`src/rtl/alu_issue_stage.sv`:
```
// ALU issue stage: 8 x 32-bit register file feeding an external registered ALU.
// ALU ops take IDLE->EXEC->WB; load-immediate and illegal ops complete straight from IDLE.
module alu_issue_stage #(
    parameter int unsigned NREG = 8
) (
    input  logic        clk,
    input  logic        rst_n,
    input  logic        cmd_valid,
    output logic        cmd_ready,
    input  logic [3:0]  cmd_op,
    input  logic [2:0]  cmd_rd,
    input  logic [2:0]  cmd_rs1,
    input  logic [2:0]  cmd_rs2,
    input  logic [31:0] cmd_imm,
    output logic [31:0] alu_a,
    output logic [31:0] alu_b,
    output logic [3:0]  alu_sel,
    input  logic [31:0] alu_out,
    input  logic        alu_ovf,
    output logic        rsp_valid,
    output logic [31:0] rsp_data,
    output logic        rsp_ovf,
    output logic        rsp_err
);

    localparam int unsigned IDX_W  = $clog2(NREG);
    localparam int unsigned DATA_W = 32;
    localparam int unsigned OP_W   = 4;

    localparam logic [OP_W-1:0] OP_ADD = OP_W'(3);
    localparam logic [OP_W-1:0] OP_SUB = OP_W'(4);
    localparam logic [OP_W-1:0] OP_LI  = OP_W'(15);

    typedef enum logic [1:0] {
        S_IDLE = 2'd0,
        S_EXEC = 2'd1,
        S_WB   = 2'd2
    } state_e;

    state_e              state_q, state_d;
    logic [DATA_W-1:0]   regs_q [NREG];
    logic [DATA_W-1:0]   regs_d [NREG];
    logic [DATA_W-1:0]   alu_a_q, alu_a_d;
    logic [DATA_W-1:0]   alu_b_q, alu_b_d;
    logic [OP_W-1:0]     alu_sel_q, alu_sel_d;
    logic [IDX_W-1:0]    rd_q, rd_d;
    logic [OP_W-1:0]     op_q, op_d;
    logic                rsp_valid_q, rsp_valid_d;
    logic [DATA_W-1:0]   rsp_data_q, rsp_data_d;
    logic                rsp_ovf_q, rsp_ovf_d;
    logic                rsp_err_q, rsp_err_d;

    logic [DATA_W-1:0]   rs1_val, rs2_val;

    // R0 reads as zero regardless of storage contents
    assign rs1_val = (cmd_rs1 == '0) ? '0 : regs_q[cmd_rs1];
    assign rs2_val = (cmd_rs2 == '0) ? '0 : regs_q[cmd_rs2];

    // Ready drops for the whole reset window, not just after the first reset edge
    assign cmd_ready = rst_n && (state_q == S_IDLE);

    assign alu_a     = alu_a_q;
    assign alu_b     = alu_b_q;
    assign alu_sel   = alu_sel_q;
    assign rsp_valid = rsp_valid_q;
    assign rsp_data  = rsp_data_q;
    assign rsp_ovf   = rsp_ovf_q;
    assign rsp_err   = rsp_err_q;

    // Next-state and output decode
    always_comb begin
        state_d     = state_q;
        regs_d      = regs_q;
        alu_a_d     = alu_a_q;
        alu_b_d     = alu_b_q;
        alu_sel_d   = alu_sel_q;
        rd_d        = rd_q;
        op_d        = op_q;
        rsp_valid_d = 1'b0;
        rsp_data_d  = rsp_data_q;
        rsp_ovf_d   = rsp_ovf_q;
        rsp_err_d   = rsp_err_q;

        unique case (state_q)
            S_IDLE: begin
                if (cmd_valid) begin
                    if (cmd_op <= OP_SUB) begin
                        alu_a_d   = rs1_val;
                        alu_b_d   = rs2_val;
                        alu_sel_d = cmd_op;
                        rd_d      = cmd_rd;
                        op_d      = cmd_op;
                        state_d   = S_EXEC;
                    end else if (cmd_op == OP_LI) begin
                        if (cmd_rd != '0) begin
                            regs_d[cmd_rd] = cmd_imm;
                        end
                        rsp_valid_d = 1'b1;
                        rsp_data_d  = cmd_imm;
                        rsp_ovf_d   = 1'b0;
                        rsp_err_d   = 1'b0;
                    end else begin
                        rsp_valid_d = 1'b1;
                        rsp_data_d  = '0;
                        rsp_ovf_d   = 1'b0;
                        rsp_err_d   = 1'b1;
                    end
                end
            end
            S_EXEC: begin
                state_d = S_WB;
            end
            S_WB: begin
                // alu_out carries the result of operands sampled at the end of EXEC
                if (rd_q != '0) begin
                    regs_d[rd_q] = alu_out;
                end
                rsp_valid_d = 1'b1;
                rsp_data_d  = alu_out;
                rsp_ovf_d   = ((op_q == OP_ADD) || (op_q == OP_SUB)) ? alu_ovf : 1'b0;
                rsp_err_d   = 1'b0;
                state_d     = S_IDLE;
            end
            default: begin
                state_d = S_IDLE;
            end
        endcase
    end

    // State register with synchronous active-low reset
    always_ff @(posedge clk) begin
        if (!rst_n) begin
            state_q     <= S_IDLE;
            for (int i = 0; i < NREG; i++) begin
                regs_q[i] <= '0;
            end
            alu_a_q     <= '0;
            alu_b_q     <= '0;
            alu_sel_q   <= '0;
            rd_q        <= '0;
            op_q        <= '0;
            rsp_valid_q <= 1'b0;
            rsp_data_q  <= '0;
            rsp_ovf_q   <= 1'b0;
            rsp_err_q   <= 1'b0;
        end else begin
            state_q     <= state_d;
            regs_q      <= regs_d;
            alu_a_q     <= alu_a_d;
            alu_b_q     <= alu_b_d;
            alu_sel_q   <= alu_sel_d;
            rd_q        <= rd_d;
            op_q        <= op_d;
            rsp_valid_q <= rsp_valid_d;
            rsp_data_q  <= rsp_data_d;
            rsp_ovf_q   <= rsp_ovf_d;
            rsp_err_q   <= rsp_err_d;
        end
    end

endmodule

```
`config.mk`:
```
export PLATFORM = sky130hd
export DESIGN_NAME = alu_issue_stage
export DESIGN_NICKNAME = d
export VERILOG_FILES = /design/src/rtl/alu_issue_stage.sv
export SDC_FILE = /design/constraint.sdc
export NUM_CORES = 1
export LEC_CHECK = 0
export CAP_MARGIN = 15
export CELL_PAD_IN_SITES_DETAIL_PLACEMENT = 2
export CELL_PAD_IN_SITES_GLOBAL_PLACEMENT = 2
export CORE_ASPECT_RATIO = 1.5
export CORE_UTILIZATION = 40
export DETAILED_ROUTE_END_ITERATION = 8
export HOLD_SLACK_MARGIN = 0.12
export PLACE_DENSITY = 0.95
export SETUP_SLACK_MARGIN = 0.1
export SKIP_LAST_GASP = 1
export SLEW_MARGIN = 5
export SYNTH_ARGS = -nofsm -noshare
export SYNTH_HDL_FRONTEND = slang
export SYNTH_SLANG_ARGS = --single-unit
```
`constraint.sdc`:
```
create_clock -name clk -period 7 [get_ports clk]
set_input_delay 2.1 -clock clk [delete_from_list [all_inputs] [get_ports clk]]
set_output_delay 2.1 -clock clk [all_outputs]
set_load 0.005 [all_outputs]
```
# Word-level counts from Yosys, hierarchy flattened
# Cells that the tools add are included.
dict set report classes {
  n_bitwise 4
  mux 38
  n_lt_le_gt_ge 7
  n_eq_ne 11
  n_reduce_logical 14
}
# op count
set ops {}
lappend ops {{256-bit two-way mux} 5}
lappend ops {{256-bit bitwise mux} 2}
lappend ops {{256-bit one-hot mux with 2 select lines} 1}
lappend ops {{32-bit two-way mux} 11}
lappend ops {{32-bit binary-select mux with 3-bit select} 2}
lappend ops {{32-bit demux with 3-bit select} 2}
lappend ops {{32-bit one-hot mux with 2 select lines} 1}
lappend ops {{4-bit >= comparator (second input constant)} 4}
lappend ops {{3-bit inverter with 4-bit output} 4}
lappend ops {{4-bit by 1-bit less-than comparator with 1-bit output (second input constant)} 2}
lappend ops {{1-bit two-way mux} 8}
lappend ops {{3-bit logical NOT} 2}
lappend ops {{2-bit by 1-bit != test with 1-bit output (second input constant)} 3}
lappend ops {{2-bit != test (second input constant)} 3}
lappend ops {{1-bit one-hot mux with 2 select lines} 3}
lappend ops {{3-bit AND reduction} 2}
lappend ops {{6-bit AND reduction} 1}
lappend ops {{3-bit nonzero test} 2}
lappend ops {{4-bit by 2-bit equality test with 1-bit output (second input constant)} 1}
lappend ops {{4-bit by 3-bit equality test with 1-bit output (second input constant)} 1}
lappend ops {{4-bit equality test (second input constant)} 1}
lappend ops {{4-bit by 3-bit less-or-equal comparator with 1-bit output (second input constant)} 1}
lappend ops {{2-bit two-way mux} 2}
lappend ops {{2-bit one-hot mux with 2 select lines} 1}
lappend ops {{7 further kinds} 9}
dict set report word_totals {
  out_inout_bits 104
  in_bits 81
  wordCells 91
  reg_bits 364
}

# Depth between registers and ports, before layout
dict set report depth {
  word_depth 11
  ltp_mapped 8
  depth_no_buf 4
}

# Worst setup path after synthesis
# Ideal clock, no wire load.
dict set report synth_path {
  path_type {input port to output port}
  startpoint {input rst_n}
  endpoint {output cmd_ready}
  required_time_ns 4.900
  path_slack_ns 2.389
  path_stages 3
  path_buffers 1
  t_arrival_ns 2.511
  path_cell_list {inv_1 clkbuf_1 nor3_1}
}
dict set report synth_via {
  elab_chain_len 1
}
# element line_no
set synth_lines {}
lappend synth_lines {{start, declared} 7} ;# input logic rst_n,
lappend synth_lines {{1-bit logical AND} 60} ;# assign cmd_ready = rst_n && (state_q == S_IDLE);
lappend synth_lines {{end, declared} 9} ;# output logic cmd_ready,
# No other way between the ends.

# Worst setup path in the final report
# Same ends and word-level chain as after synthesis.

==> results.toml <==
[run_status]
status = "finished clean"

[min_path]
hp-class = "register to register"

[route]
routed_wl_um = 90020
drtIter0Drc = 2398
firstDrtPassIters = 5
vias = 18437
drc = 0
drtAntennaViolNets = 0
vias_per_cell = 7.978
routedWlPerCell_um = 38.95

[synthesis]
synth.distinct_cells = 50
yosys.area.top_type = "dfxtp_1"
netlist_instances = 1709
yosys_warnings = 0
synth_seq_cells = 332
synth_edf_count = 0
ys_async_sr_fraction = 0
syn_area_sq_um = 17900
ys_seq_area_frac = 0.3713
syn_avg_cell_area_sq_um = 10.47
syn-num-nets = 1790
ys.flop_type = "dfxtp_1"
yosys-top-cells-area = "dfxtp_1 37%, o221a_1 10%, mux4_2 8.1%"
netlist.area_leader.share = 0.3713

[global_route]
antenna_found_initial = 2
first_global_vias = 19959
grt_max_degree = 110
grt_first_pass_wirelength_um = 133600
grt_usage = 0.3864
overflow = 0

[worst_setup_path]
critPathTopFamily = "buffers and inverters"
cp_max_fo = 30
critPathBufInv = 3
arrival_ns = 3.50
cp_data_required_time_ns = 4.90
end_kind = "output port"
worstSetupPathType = "primary input to output port"
path_cells = "buf_6, inv_1, nor3_1, clkdlybuf4s50_1"
crit_path_start_kind = "primary input"
max_stage_delay_ns = 0.57
cpMaxStageDelayCell = "clkdlybuf4s50_1"

[cts]
cts_max_level = 2
cts_resized = 0
path_clk_slew_ns = 0.07
cts_sinks = 332
clockBufferDepth = 3
cts_setup_buffers = 0
clkLatencyLatePin_ns = 0.56
cts_tree = "done"
root_buffer = "clkbuf_16"
holdBufCountCts = 0
cts_made_buffers = 35

[power_and_ir_drop]
p_leak_uw = 0.006513
pwr_density_cell_nw_per_um2 = 207.0
max-vdd-ir-drop_uv = 184.5

[die]
rows = 94
ios = 185
die_w_um = 174.7
core_sq_um = 43990
die_h_um = 261.1
initial_core_util = 0.4069
die_area_sq_um = 45620

[placed_design]
dp_slack_ns = 1.405
gp_congestion = 0.8177
io_buffer_count = 184
placed_area_sq_um = 19630
dp_hpwl_um = 47800

[timing]
worst_pin_slew_ns = 1.299
finalCriticalPeriod_ns = 5.600
grt_setup_unrepaired = "false"
fin_tns_setup_ns = 0
hold_viol_final = 0
fin_ws_ns = 1.400
max_slew_margin = 0.1343
min_period_over_period = 0.8000
drv_slew = 0
clock_skew_ns = 0.02911
finalSetupViolations = 0
fmax_mhz = 178.6

[final_layout]
final_common_cell = "dfxtp_1"
layout_common_cells = "331 x dfxtp_1, 176 x clkdlybuf4s50_1, 165 x o221a_1, 128 x o22a_1, 101 x nand2_1"
insertedDiodeCount = 0
final_area_sq_um = 20720
final_util = 0.4711
nets = 1793
n_fill_cell = 4391
syn_to_final_growth_pct = 15.76
drive_above_1_share = 0.1856

[run]
cap_viol_max_count = 0
-- state kept, by name, summed over array words and instances, names as in the netlist --
name	count
alu_a	32
alu_b	32
op_q	4
rd_q	3
regs_q	224
rsp_data	32
rsp_err	1
rsp_ovf	1
rsp_valid	1
state_q	2
-- synth_stat cells, types with 3 or more instances --
| master | count |
|---|---|
| or3_1 | 5 |
| o22ai_1 | 64 |
| a22oi_1 | 93 |
| mux2i_1 | 6 |
| mux4_2 | 64 |
| o221a_2 | 60 |
| or4_1 | 34 |
| a211oi_2 | 4 |
| and2_1 | 3 |
| nor4_1 | 67 |
| buf_1 | 18 |
| mux2_2 | 64 |
| and3_1 | 3 |
| nor2b_1 | 8 |
| nand2_1 | 101 |
| dfxtp_1 | 332 |
| nor2_1 | 8 |
| inv_1 | 4 |
| o2bb2ai_1 | 64 |
| clkbuf_1 | 177 |
| a22o_1 | 62 |
| buf_6 | 27 |
| nand2b_1 | 5 |
| buf_2 | 47 |
| o21ai_0 | 64 |
| o22a_1 | 128 |
| o221a_1 | 165 |
-- layer usage --
layer	vias up	global-route usage	wire, um	part of all wire
met3	577	0.08624	8979	0.10
met1	9201	0.4492	31640	0.35
li1	7020	-	-	-
met4	2	0.3126	7474	0.083
met5	-	0	14	0.00016
met2	1637	0.6132	41920	0.47
-- report_power, final --
group / internal (uW) / switching (uW) / total (uW) / leakage, uW
sequential: 1910 / 17.9 / 1920 / 0.00268
combinational: 146 / 322 / 468 / 0.00330
clock: 1030 / 868 / 1900 / 0.000536
total: 3080 / 1210 / 4290 / 0.00651
-- final timing paths --
path / start / depth (start not counted) / slack [ns] / to
min reg2reg: rsp_data[18] / 1 / 0.47 / rsp_data[18]
min: rsp_data[18] / 1 / 0.47 / rsp_data[18]
max reg2reg: state_q[1] / 7 / 3.52 / regs_q[132]
max: rst_n / 4 / 1.40 / cmd_ready
-- cells by family after synthesis --
kind of cell           synth area share
buffers and inverters           0.07207
AO/OA/AOI/OAI                    0.3570
multiplexers                     0.1241
flip-flops                       0.3713
AND/OR/NAND/NOR                 0.07549
-- through the flow --
stage,power [uW],hold WS [ns],std cells
finish,4289,0.4657,2311
global placement,2374,0.4482,2251
detailed placement,2399,0.4498,2251
floorplan,2212,0.4558,1709
global route,4373,0.4801,2311
CTS,4275,0.4697,2311
-- worst reg2reg max path: cells and delay by family (launching register included) --
family                 cells  cell delay [ns]
AO/OA/AOI/OAI              2             0.51
AND/OR/NAND/NOR            2             0.71
flip-flops                 1             0.34
buffers and inverters      3             1.88
-- area by class of cell --
| class | count | area [sq um] | share of cell area |
|---|---|---|---|
| timing repair buffer | 235 | 2221 | 0.1072 |
| clock inverter | 8 | 48.80 | 0.002355 |
| tap | 576 | 720.7 | 0.03478 |
| sequential | 332 | 6648 | 0.3208 |
| clock buffer | 52 | 1040 | 0.05018 |
| multi-input combinational | 1103 | 10020 | 0.4838 |
| inverter | 5 | 18.77 | 0.0009057 |
Note: power is estimated with default switching activity, not from simulation.
